<file path="src/rtl/exu_seq.sv">
// exu_seq: multi-cycle execute-stage sequencer driving a shared combinational adder.
// Accepts one ALU op from IDU, runs it through the external adder, and hands the
// result to WBU. Add/addi/sub use one pass. Multiply is an iterative shift-add.
// Optional feature macro: EXU_SEQ_MUL_EN. When it is undefined, op 11 is reported
// as illegal with out_data = 0.
module exu_seq #(
    parameter int unsigned DATAWIDTH = 32
) (
    input  logic                 clk,
    input  logic                 rst_n,
    input  logic                 in_valid,
    output logic                 in_ready,
    input  logic [1:0]           in_op,
    input  logic [DATAWIDTH-1:0] in_src1,
    input  logic [DATAWIDTH-1:0] in_src2,
    input  logic [DATAWIDTH-1:0] in_imm,
    input  logic [4:0]           in_rd,
    output logic [DATAWIDTH-1:0] alu_a,
    output logic [DATAWIDTH-1:0] alu_b,
    output logic                 alu_sub,
    input  logic [DATAWIDTH-1:0] alu_sum,
    output logic                 out_valid,
    input  logic                 out_ready,
    output logic [DATAWIDTH-1:0] out_data,
    output logic [4:0]           out_rd,
    output logic                 out_illegal
);

    localparam logic [1:0] StIdle = 2'd0;
    localparam logic [1:0] StExec = 2'd1;
    localparam logic [1:0] StDone = 2'd3;
`ifdef EXU_SEQ_MUL_EN
    localparam logic [1:0] StMul  = 2'd2;
    localparam int unsigned CntW  = $clog2(DATAWIDTH);
`endif

    logic [1:0]           r_state;
    logic [1:0]           r_op;
    logic [DATAWIDTH-1:0] r_src1;
    logic [DATAWIDTH-1:0] r_opb;     // src2, or imm for addi
    logic [4:0]           r_rd;
    logic [DATAWIDTH-1:0] r_out_data;
    logic [4:0]           r_out_rd;
    logic                 r_out_illegal;
    logic                 w_accept;

`ifdef EXU_SEQ_MUL_EN
    logic [DATAWIDTH-1:0] r_acc;
    logic [DATAWIDTH-1:0] r_mcand;
    logic [DATAWIDTH-1:0] r_mplier;
    logic [CntW-1:0]      r_cnt;
    logic [DATAWIDTH-1:0] w_acc_nxt;

    // Accumulate the shifted multiplicand only when the current multiplier bit is set
    always_comb begin
        w_acc_nxt = r_mplier[0] ? alu_sum : r_acc;
    end
`endif

    assign in_ready    = rst_n && (r_state == StIdle);
    assign w_accept    = in_valid && in_ready;
    assign out_valid   = (r_state == StDone);
    assign out_data    = r_out_data;
    assign out_rd      = r_out_rd;
    assign out_illegal = r_out_illegal;

    // Adder operand steering; idle/done and reset keep the adder inputs at zero
    always_comb begin
        alu_a   = '0;
        alu_b   = '0;
        alu_sub = 1'b0;
        if (rst_n) begin
            case (r_state)
                StExec: begin
                    alu_a   = r_src1;
                    alu_b   = r_opb;
                    alu_sub = (r_op == 2'b10);
                end
`ifdef EXU_SEQ_MUL_EN
                StMul: begin
                    alu_a = r_acc;
                    alu_b = r_mcand;
                end
`endif
                default: ;
            endcase
        end
    end

    // Sequencer state, operand latches and result registers
    always_ff @(posedge clk) begin
        if (!rst_n) begin
            r_state       <= StIdle;
            r_op          <= 2'b00;
            r_src1        <= '0;
            r_opb         <= '0;
            r_rd          <= 5'd0;
            r_out_data    <= '0;
            r_out_rd      <= 5'd0;
            r_out_illegal <= 1'b0;
`ifdef EXU_SEQ_MUL_EN
            r_acc         <= '0;
            r_mcand       <= '0;
            r_mplier      <= '0;
            r_cnt         <= '0;
`endif
        end else begin
            case (r_state)
                StIdle: begin
                    if (w_accept) begin
                        r_op   <= in_op;
                        r_src1 <= in_src1;
                        r_opb  <= (in_op == 2'b01) ? in_imm : in_src2;
                        r_rd   <= in_rd;
                        if (in_op == 2'b11) begin
`ifdef EXU_SEQ_MUL_EN
                            r_acc    <= '0;
                            r_mcand  <= in_src1;
                            r_mplier <= in_src2;
                            r_cnt    <= '0;
                            r_state  <= StMul;
`else
                            r_out_data    <= '0;
                            r_out_rd      <= in_rd;
                            r_out_illegal <= 1'b1;
                            r_state       <= StDone;
`endif
                        end else begin
                            r_state <= StExec;
                        end
                    end
                end
                StExec: begin
                    r_out_data    <= alu_sum;
                    r_out_rd      <= r_rd;
                    r_out_illegal <= 1'b0;
                    r_state       <= StDone;
                end
`ifdef EXU_SEQ_MUL_EN
                StMul: begin
                    r_acc    <= w_acc_nxt;
                    r_mcand  <= r_mcand << 1;
                    r_mplier <= r_mplier >> 1;
                    r_cnt    <= r_cnt + 1'b1;
                    // Always DATAWIDTH iterations; no early exit on a zero multiplier
                    if (r_cnt == CntW'(DATAWIDTH - 1)) begin
                        r_out_data    <= w_acc_nxt;
                        r_out_rd      <= r_rd;
                        r_out_illegal <= 1'b0;
                        r_state       <= StDone;
                    end
                end
`endif
                StDone: begin
                    if (out_ready) begin
                        r_state <= StIdle;
                    end
                end
                default: r_state <= StIdle;
            endcase
        end
    end

endmodule

</file>
<file path="config.mk">
export PLATFORM = sky130hd
export DESIGN_NAME = exu_seq
export DESIGN_NICKNAME = d
export VERILOG_FILES = /design/src/rtl/exu_seq.sv
export SDC_FILE = /design/constraint.sdc
export NUM_CORES = 1
export LEC_CHECK = 0
export BUFFER_PORTS_ARGS = -buffer_cell sky130_fd_sc_hd__buf_2
export CAP_MARGIN = 20
export CORE_MARGIN = 3
export CORE_UTILIZATION = 45
export CTS_BUF_LIST = sky130_fd_sc_hd__clkbuf_4 sky130_fd_sc_hd__clkbuf_8
export CTS_CLUSTER_DIAMETER = 30
export DETAILED_ROUTE_END_ITERATION = 7
export GPL_TIMING_DRIVEN = 0
export PLACE_DENSITY_LB_ADDON = 0.3
export SLEW_MARGIN = 20
export SYNTH_ARGS = -nofsm -noshare
export SYNTH_HDL_FRONTEND = slang
export SYNTH_SLANG_ARGS = --single-unit
export TNS_END_PERCENT = 10
</file>
<file path="constraint.sdc">
create_clock -name clk -period 2.5 [get_ports clk]
set_input_delay 0.125 -clock clk [delete_from_list [all_inputs] [get_ports clk]]
set_output_delay 0.125 -clock clk [all_outputs]
set_load 0.02 [all_outputs]
</file>
==> results of run 1 <==
==> sequential cells by signal (all words and copies together), names as in the netlist <==
| signal | count |
|---|---|
| r_rd | 5 |
| out_rd | 5 |
| out_illegal | 1 |
| r_op | 2 |
| r_state | 2 |
| r_src1 | 32 |
| r_opb | 32 |
| out_data | 32 |
==> logic make-up after synthesis <==
| kind of cell | after synthesis |
|---|---|
| compound gates | 150 |
| mux | 5 |
| flops | 111 |
| simple gates | 227 |
| buf+inv | 54 |
==> metrics by stage <==
stage	instances	hold slack, ps	utilization	worst slack, ps	total power [uW]
6_report	1027	10.9	0.722	370	4130
5_1_grt	1027	8.16	0.722	210	4310
4_1_cts	1027	0.00949	0.722	390	4130
3_5_place_dp	922	327	0.605	814	2690
3_3_place_gp	922	319	0.605	814	2670
2_1_floorplan	547	234	-	911	2410
==> final cells by class <==
cell class,instances,area share
Buffer,52,0.0458
Clock buffer,12,0.0232
Clock inverter,4,0.0139
Inverter,2,0.00105
Multi-Input combinational cell,382,0.286
Sequential cell,111,0.312
Tap cell,133,0.0233
Timing Repair Buffer,331,0.295
==> worst register-to-register path: stages, from the launching register on <==
cell	delay [ps]
dfxtp_1	390
and4bb_1	310
buf_6	140
buf_2	220
o21ai_0	100
a31oi_1	180
dlygate4sd3_1	580
==> path summary, 6_finish.rpt <==
kind	slack [ps]	cells past startpoint	from	endpoint
worst max-delay path	370	5	r_state[0]	alu_b[9]
worst min-delay path	10	3	in_src2[12]	r_opb[12]
worst max register to register	510	6	r_state[0]	r_opb[24]
worst min register to register	460	2	r_rd[0]	r_rd[0]
==> synthesized netlist by cell type, types with 2 or more instances <==
cell      number
dfxtp_1      111
nor2_1        34
and3_1        33
nor2b_1        7
buf_6         13
nand2_1      143
buf_2         15
nand2b_1       3
a21oi_1        2
a22oi_1        4
clkbuf_1      19
buf_4          4
o21ai_0       48
a31oi_1       32
a22o_1        32
mux2i_1        5
o22ai_1        5
o21ai_2       15
o21ai_1        9
==> layer usage <==
layer,track usage,up-vias,part of all wire
li1,-,2558,-
met1,0.320,2458,0.39
met2,0.507,268,0.50
met3,0.0536,55,0.074
met4,0.131,0,0.039
met5,0,-,0
==> report_power, final <==
part	total, uW	switching [uW]	internal (uW)
Sequential	1960	61.5	1900
Combinational	823	444	379
Clock	1350	596	752
Total	4130	1100	3030
==> flow_summary.json, run 1 <==
{
  "outcome": "complete, no violations",
  "synth-xor-area-share": 0,
  "cts_sinks": 111,
  "cp_cell_sequence": "nor2b_1, buf_2, clkbuf_1, and3_1, buf_2",
  "synthCells": 547,
  "fin_worst_skew_ps": 9.91,
  "io_buffers": 242,
  "maxCapViolCount": 0,
  "syn_avg_cell_area_sq_um": 8.40,
  "cp_max_fo": 10,
  "nFillCells": 740,
  "critPathSlowestCell": "dfxtp_1",
  "grt_pass1_vias": 5400,
  "num_vias": 5339,
  "synthTopCellsByArea": "dfxtp_1 48%, nand2_1 12%, a22o_1 6.1%, o21ai_0 5.2%, and3_1 4.5%",
  "cpMostUsedCell": "buf_2",
  "synth_edf_count": 0,
  "critical_path_class": "reg -> out",
  "drtIter0Drc": 295,
  "fin_crit_ps": 2130,
  "coreArea_sq_mm": 0.00986,
  "dp_hpwl_mm": 10.8,
  "io_pins": 244,
  "drive_gt1_frac": 0.342,
  "synth_mux_area_frac": 0.0109,
  "wl_per_cell_um": 16.0,
  "syn2layout_area_growth_pct": 55.1,
  "post_cts_buffers": 0,
  "syn-cell-area_sq_mm": 0.00459,
  "numCtsBuffers": 9,
  "cts.root.buffer_cell": "clkbuf_8",
  "stdcell_area_sq_mm": 0.00713,
  "tightest_slew_ps": 504,
  "cp-end-kind": "output port",
  "slew_violations": 0,
  "die_h_um": 107,
  "period_share": 0.852,
  "power_density_mw_per_mm2": 580,
  "synth_top_family_by_area": "compound AO/OA/AOI/OAI gates",
  "yosysTopAreaCell": "dfxtp_1",
  "synthesis.nets": 686,
  "fin_nets": 1028,
  "track_usage": 0.282,
  "ys_seq_area_frac": 0.484,
  "antenna_found_initial": 0,
  "synth-seq-cells": 111,
  "remaining_drc_errors": 0,
  "async_flop_share": 0,
  "ir_drop_uv": 360,
  "worstSkewPairLatency_ps": 370,
  "fin_tns_setup_ps": 0,
  "clock.fmax_ghz": 0.469,
  "worstPathRequired_ps": 2380,
  "final_common_cell": "buf_2",
  "synthSimpleGateAreaFrac": 0.216,
  "multi_input_area_sq_mm": 0.00204,
  "cp.arrival_ps": 2010,
  "grt_first_pass_wirelength_mm": 26.0,
  "cts_buffer_depth": 2,
  "rsz0062_at_grt": "false",
  "post_cts_resized": 0,
  "startpoint_type": "flip-flop",
  "htreeDepth": 3,
  "rows": 36,
  "totalWireLength_mm": 16.4,
  "vias_per_cell": 5.20,
  "synth-compound-area-share": 0.217,
  "cts_tree": "built",
  "dieArea_sq_mm": 0.0115,
  "grt-ovfl-total": 0,
  "slew_headroom": 0.664,
  "place_congestion": 0.848,
  "synthAdderAreaFrac": 0,
  "cp_slowest_stage_delay_ps": 470,
  "drtPass1Iterations": 5,
  "final_cell_mix": "257 x buf_2, 143 x nand2_1, 111 x dfxtp_1",
  "yosysUniqueCellTypes": 32,
  "ctsHoldBuffers": 89,
  "synth_flop_cell": "dfxtp_1",
  "leakage_uw": 0.00356,
  "antenna_cells": 0,
  "ys_warn_count": 0,
  "drtAntennaViolNets": 0,
  "cpLargestDelayFamily": "buffers and inverters",
  "die_w_um": 107,
  "clkSlewWorstSetupHoldPaths_ps": 100,
  "hold_viol": 0,
  "setup_viol": 0,
  "synth_top_area_frac": 0.484,
  "start_util": 0.466,
  "ff_latch_area_sq_mm": 0.00222,
  "worstHoldPathType": "in -> reg",
  "grt_max_degree": 18,
  "place_area_sq_mm": 0.00597,
  "worst-path-buf-inv": 3
}
(Power assumes the default switching activity.)
==> run 2: changes to the inputs <==
- CORE_MARGIN: 3 -> default
- CTS_BUF_LIST: sky130_fd_sc_hd__clkbuf_4 sky130_fd_sc_hd__clkbuf_8 -> sky130_fd_sc_hd__clkbuf_8
==> run 2 against run 1 <==
  * Count of clock-buffer cells in the layout shrank 1
  * Clock skew shrank 2.9 ps
  * Critical endpoint is now alu_b[2]
  * Die area shrank 7.3%
  * Utilization grew 0.25 points
  * Wire length shrank 1.5%
  * First-iteration DRC count shrank 0.68%
  * Critical path depth is the same
  * Largest power group unchanged
  * Global-route usage grew 1.8 points
  * Critical path type unchanged
  * Fmax grew 0.70%
  * Register-to-register slack gained 50 ps
==> flow_summary.json, run 2 (synthesis results as in run 1) <==
{
  "outcome": "complete, no violations",
  "cts_tree": "built",
  "totalWireLength_mm": 16.2,
  "maxCapViolCount": 0,
  "final_cell_mix": "257 x buf_2, 143 x nand2_1, 111 x dfxtp_1",
  "final_cells": 1035,
  "cpLargestDelayFamily": "buffers and inverters",
  "die_w_um": 103,
  "numCtsBuffers": 9,
  "die_h_um": 103,
  "coreArea_sq_mm": 0.00982,
  "dieArea_sq_mm": 0.0106,
  "worstHoldPathType": "in -> reg",
  "hold_viol": 0,
  "remaining_drc_errors": 0,
  "cts_buffer_depth": 2,
  "startpoint_type": "flip-flop",
  "period_share": 0.846,
  "tightest_slew_ps": 482,
  "critical_path_class": "reg -> out",
  "setup_viol": 0,
  "cp-end-kind": "output port",
  "power_density_mw_per_mm2": 534,
  "clkSlewWorstSetupHoldPaths_ps": 100,
  "slew_violations": 0,
  "num_vias": 5406,
  "cpMostUsedCell": "buf_2",
  "slew_headroom": 0.679,
  "track_usage": 0.300,
  "leakage_uw": 0.00358,
  "rsz0062_at_grt": "false",
  "cts_sinks": 111,
  "antenna_cells": 0,
  "wl_per_cell_um": 15.6,
  "worstPathRequired_ps": 2380,
  "syn2layout_area_growth_pct": 55.0,
  "stdcell_area_sq_mm": 0.00712,
  "place_congestion": 0.806,
  "grt-ovfl-total": 0,
  "whs_ps": 13.8,
  "antenna_found_initial": 0,
  "grt_max_degree": 17,
  "worstSkewPairLatency_ps": 370,
  "start_util": 0.468,
  "io_buffers": 242,
  "drtIter0Drc": 293,
  "critPathSlowestCell": "dfxtp_1",
  "cp_max_fo": 10,
  "dp_cells": 922,
  "final_common_cell": "buf_2",
  "place_area_sq_mm": 0.00597,
  "cp_slowest_stage_delay_ps": 470,
  "grt_first_pass_wirelength_mm": 24.6,
  "fin_tns_setup_ps": 0,
  "io_pins": 244,
  "fin_crit_ps": 2120,
  "cp_cell_sequence": "nor2b_1, buf_2, clkbuf_1, and3_1, buf_2",
  "htreeDepth": 3,
  "reg2reg_slack_ps": 560,
  "fin_nets": 1036,
  "clock.fmax_ghz": 0.473,
  "ir_drop_uv": 270,
  "cts.root.buffer_cell": "clkbuf_8",
  "rows": 36,
  "vias_per_cell": 5.22,
  "drtPass1Iterations": 5,
  "cp.arrival_ps": 1990,
  "drtAntennaViolNets": 0,
  "dp_hpwl_mm": 10.1,
  "worst-path-buf-inv": 3,
  "grt_pass1_vias": 5237,
  "fin_worst_skew_ps": 6.98,
  "drive_gt1_frac": 0.336
}
run 2: cell count changes in the layout (fill, tap and decap cells not counted), sizes merged:
cell / change
clkinv: +1
dlygate4sd3: +8
clkbuf: -1
inv: +3
bufinv: -3
run 2: layout make-up:
| type | instances | area (sq um) |
|---|---|---|
| plain buffers | 52 | 327 |
| multi-input cells | 382 | 2040 |
| clock inverters | 5 | 25.0 |
| inverters | 2 | 7.51 |
| repair buffers | 339 | 2180 |
| fillers | 744 | 2700 |
| flip-flops and latches | 111 | 2220 |
| well taps | 133 | 166 |
| clock buffers | 11 | 151 |
run 2: repair_timing:
| item | CTS | global route |
|---|---|---|
| gates resized for setup | 0 | 0 |
| endpoints found under the hold margin | 88 | 0 |
| setup buffers | 0 | 0 |
| hold buffers | 97 | 0 |
run 2: through the flow:
step / setup slack (ps) / util / power (uW)
4_1_cts: 366 / 0.725 / 3790
3_3_place_gp: 824 / 0.608 / 2670
6_report: 384 / 0.725 / 3800
3_5_place_dp: 785 / 0.608 / 2690
5_1_grt: 232 / 0.725 / 3960
2_1_floorplan: 911 / - / 2410
run 2: power by group:
| part | leakage, uW | switching (uW) | internal, uW |
|---|---|---|---|
| clock | 0.000104 | 594 | 410 |
| sequential | 0.000910 | 61.8 | 1900 |
| combinational | 0.00256 | 447 | 389 |
run 2: final timing paths:
path,from,to,depth (start not counted)
setup / recovery,r_state[0],alu_b[2],5
hold / removal,in_imm[3],r_opb[3],3
setup reg to reg,r_state[0],r_opb[25],6
hold reg to reg,r_rd[2],r_rd[2],2
run 2: worst reg2reg max path, delay by kind of cell, from the launching register on:
family / cells / cell delay [ps]
and+or+nand+nor: 1 / 260
AOI/OAI and AO/OA: 2 / 260
DFF: 1 / 470
buffers and inverters: 3 / 860
run 2: layer usage:
metal,up-vias,wire length [um],part of all wire,track usage
met5,-,0,0,0
met4,0,432,0.027,0.137
met3,42,1200,0.074,0.0556
met2,276,8130,0.50,0.537
met1,2509,6390,0.40,0.347
li1,2579,-,-,-
==> run 3: changes to the inputs <==
- CORE_UTILIZATION: 45 -> 42
- clock period: 2.5 -> 1.8 ns (I/O delays scaled with it)
==> run 3 against run 2 <==
  * Clock skew up 6.5 ps
  * Cell count up 4.0%
  * Sequential share of layout area down 2.0 points
  * Critical path depth unchanged
  * Total power up 43%
  * Non-clock buffer count up 38
  * Clock power up 47%
  * Wire length up 8.5%
  * Combinational power up 51%
  * Register-to-register slack worse by 250 ps
  * Highest routed layer unchanged
==> flow_summary.json, run 3 (synthesis results as in run 1) <==
{
  "outcome": "complete, no violations",
  "num_vias": 5588,
  "multi_input_area_sq_mm": 0.00206,
  "die_w_um": 107,
  "antenna_cells": 0,
  "topRoutingLayerUsed": "met4",
  "power_density_mw_per_mm2": 717,
  "grt-ovfl-total": 0,
  "hold_viol": 0,
  "io_buffers": 242,
  "worstPathRequired_ps": 1710,
  "numCtsBuffers": 9,
  "maxCapViolCount": 0,
  "dieArea_sq_mm": 0.0114,
  "nFillCells": 753,
  "syn2layout_area_growth_pct": 65.7,
  "cts_tree": "built",
  "period_share": 0.947,
  "grt_max_degree": 21,
  "drtAntennaViolNets": 0,
  "leakage_uw": 0.00372,
  "slew_headroom": 0.636,
  "cts_sinks": 111,
  "hold-path-endpoint": "r_opb[28]",
  "cts.root.buffer_cell": "clkbuf_8",
  "clock.fmax_ghz": 0.586,
  "cts_buffer_depth": 2,
  "coreArea_sq_mm": 0.0105,
  "final_common_cell": "buf_2",
  "min_from": "in_imm[28]",
  "r2r_start": "r_state[1]",
  "ir_drop_uv": 534,
  "cp_max_fo": 11,
  "clkSlewWorstSetupHoldPaths_ps": 100,
  "ff_latch_area_sq_mm": 0.00222,
  "io_pins": 244,
  "totalWireLength_mm": 17.5,
  "place_congestion": 0.786,
  "grt_pass1_vias": 5449,
  "reg2reg_slack_ps": 310,
  "final_cell_mix": "234 x buf_2, 143 x nand2_1, 135 x dlygate4sd3_1",
  "drtIter0Drc": 491,
  "slew_violations": 0,
  "cp-end-kind": "output port",
  "setup_viol": 0,
  "rsz0062_at_grt": "false",
  "start_util": 0.439,
  "met3_length_mm": 1.32,
  "grt_first_pass_wirelength_mm": 26.8,
  "critical_path_class": "reg -> out",
  "rows": 37,
  "cp.arrival_ps": 1620,
  "dp_hpwl_mm": 10.1,
  "track_usage": 0.299,
  "crit_start": "r_state[1]",
  "place_area_sq_mm": 0.00598,
  "drive_gt1_frac": 0.338,
  "r2r_end": "r_src1[30]",
  "fin_nets": 1074,
  "fin_worst_skew_ps": 13.4,
  "stdcell_area_sq_mm": 0.00761,
  "wl_met1_mm": 7.04,
  "ff2ff_path_depth": 4,
  "antenna_found_initial": 0,
  "remaining_drc_errors": 0,
  "tightest_slew_ps": 545,
  "vias_per_cell": 5.19,
  "htreeDepth": 3,
  "drtPass1Iterations": 5,
  "die_h_um": 107,
  "startpoint_type": "flip-flop",
  "worstSkewPairLatency_ps": 380,
  "wl_met2_mm": 8.78,
  "worstHoldPathType": "in -> reg",
  "fin_crit_ps": 1710,
  "whs_path_depth": 3,
  "whs_ps": 32.0,
  "wl_per_cell_um": 16.3
}
run 3: power by group:
part / leakage [uW] / internal (uW) / total, uW / switching, uW
Combinational: 0.00272 / 610 / 1260 / 645
Clock: 0.0000940 / 535 / 1470 / 934
Sequential: 0.000910 / 2640 / 2730 / 87.8
run 3: worst max-delay path, stage by stage (launching register included):
cell and delay [ps]:
dfxtp_2 390, nand2b_1 160, buf_4 180, buf_4 190, nor2_2 180, buf_6 150
run 3: area by class of cell:
cell class,instances,share of cell area
sequential,111,0.292
timing repair buffer,378,0.344
clock inverter,7,0.00805
buffer,51,0.0459
tap,136,0.0224
clock buffer,9,0.0163
inverter,2,0.000986
multi-input combinational,382,0.270
run 3: worst max path at each step:
| stage | to | slack (ps) | cells past startpoint |
|---|---|---|---|
| after detailed placement | alu_b[19] | 140 | 6 |
| after CTS | alu_a[19] | -3 | 6 |
| final | alu_a[5] | 90 | 5 |
| after floorplan | alu_sub | 250 | 4 |
| after global routing | alu_a[5] | 40 | 5 |
| after global placement | alu_b[19] | 150 | 6 |
run 3: per-layer routing:
| metal | vias up | track usage |
|---|---|---|
| met5 | - | 0 |
| met1 | 2592 | 0.348 |
| met3 | 37 | 0.0614 |
| li1 | 2651 | - |
| met4 | 0 | 0.0978 |
| met2 | 308 | 0.543 |
run 3: timing repair:
item,CTS,global route
setup buffers,1,0
gates resized for setup,12,32
setup endpoints to repair,34,59
hold buffers,135,0
hold endpoints to repair,104,0
run 3: metrics by stage:
step,power [uW],instances,setup TNS [ps],util,setup WS (ps)
4_1_cts,5410,1077,-2.76,0.722,-2.76
3_3_place_gp,3710,925,0,0.571,151
3_5_place_dp,3730,925,0,0.571,142
5_1_grt,5660,1076,0,0.728,36.9
6_report,5460,1076,0,0.728,94.6
2_1_floorplan,3350,547,0,-,246
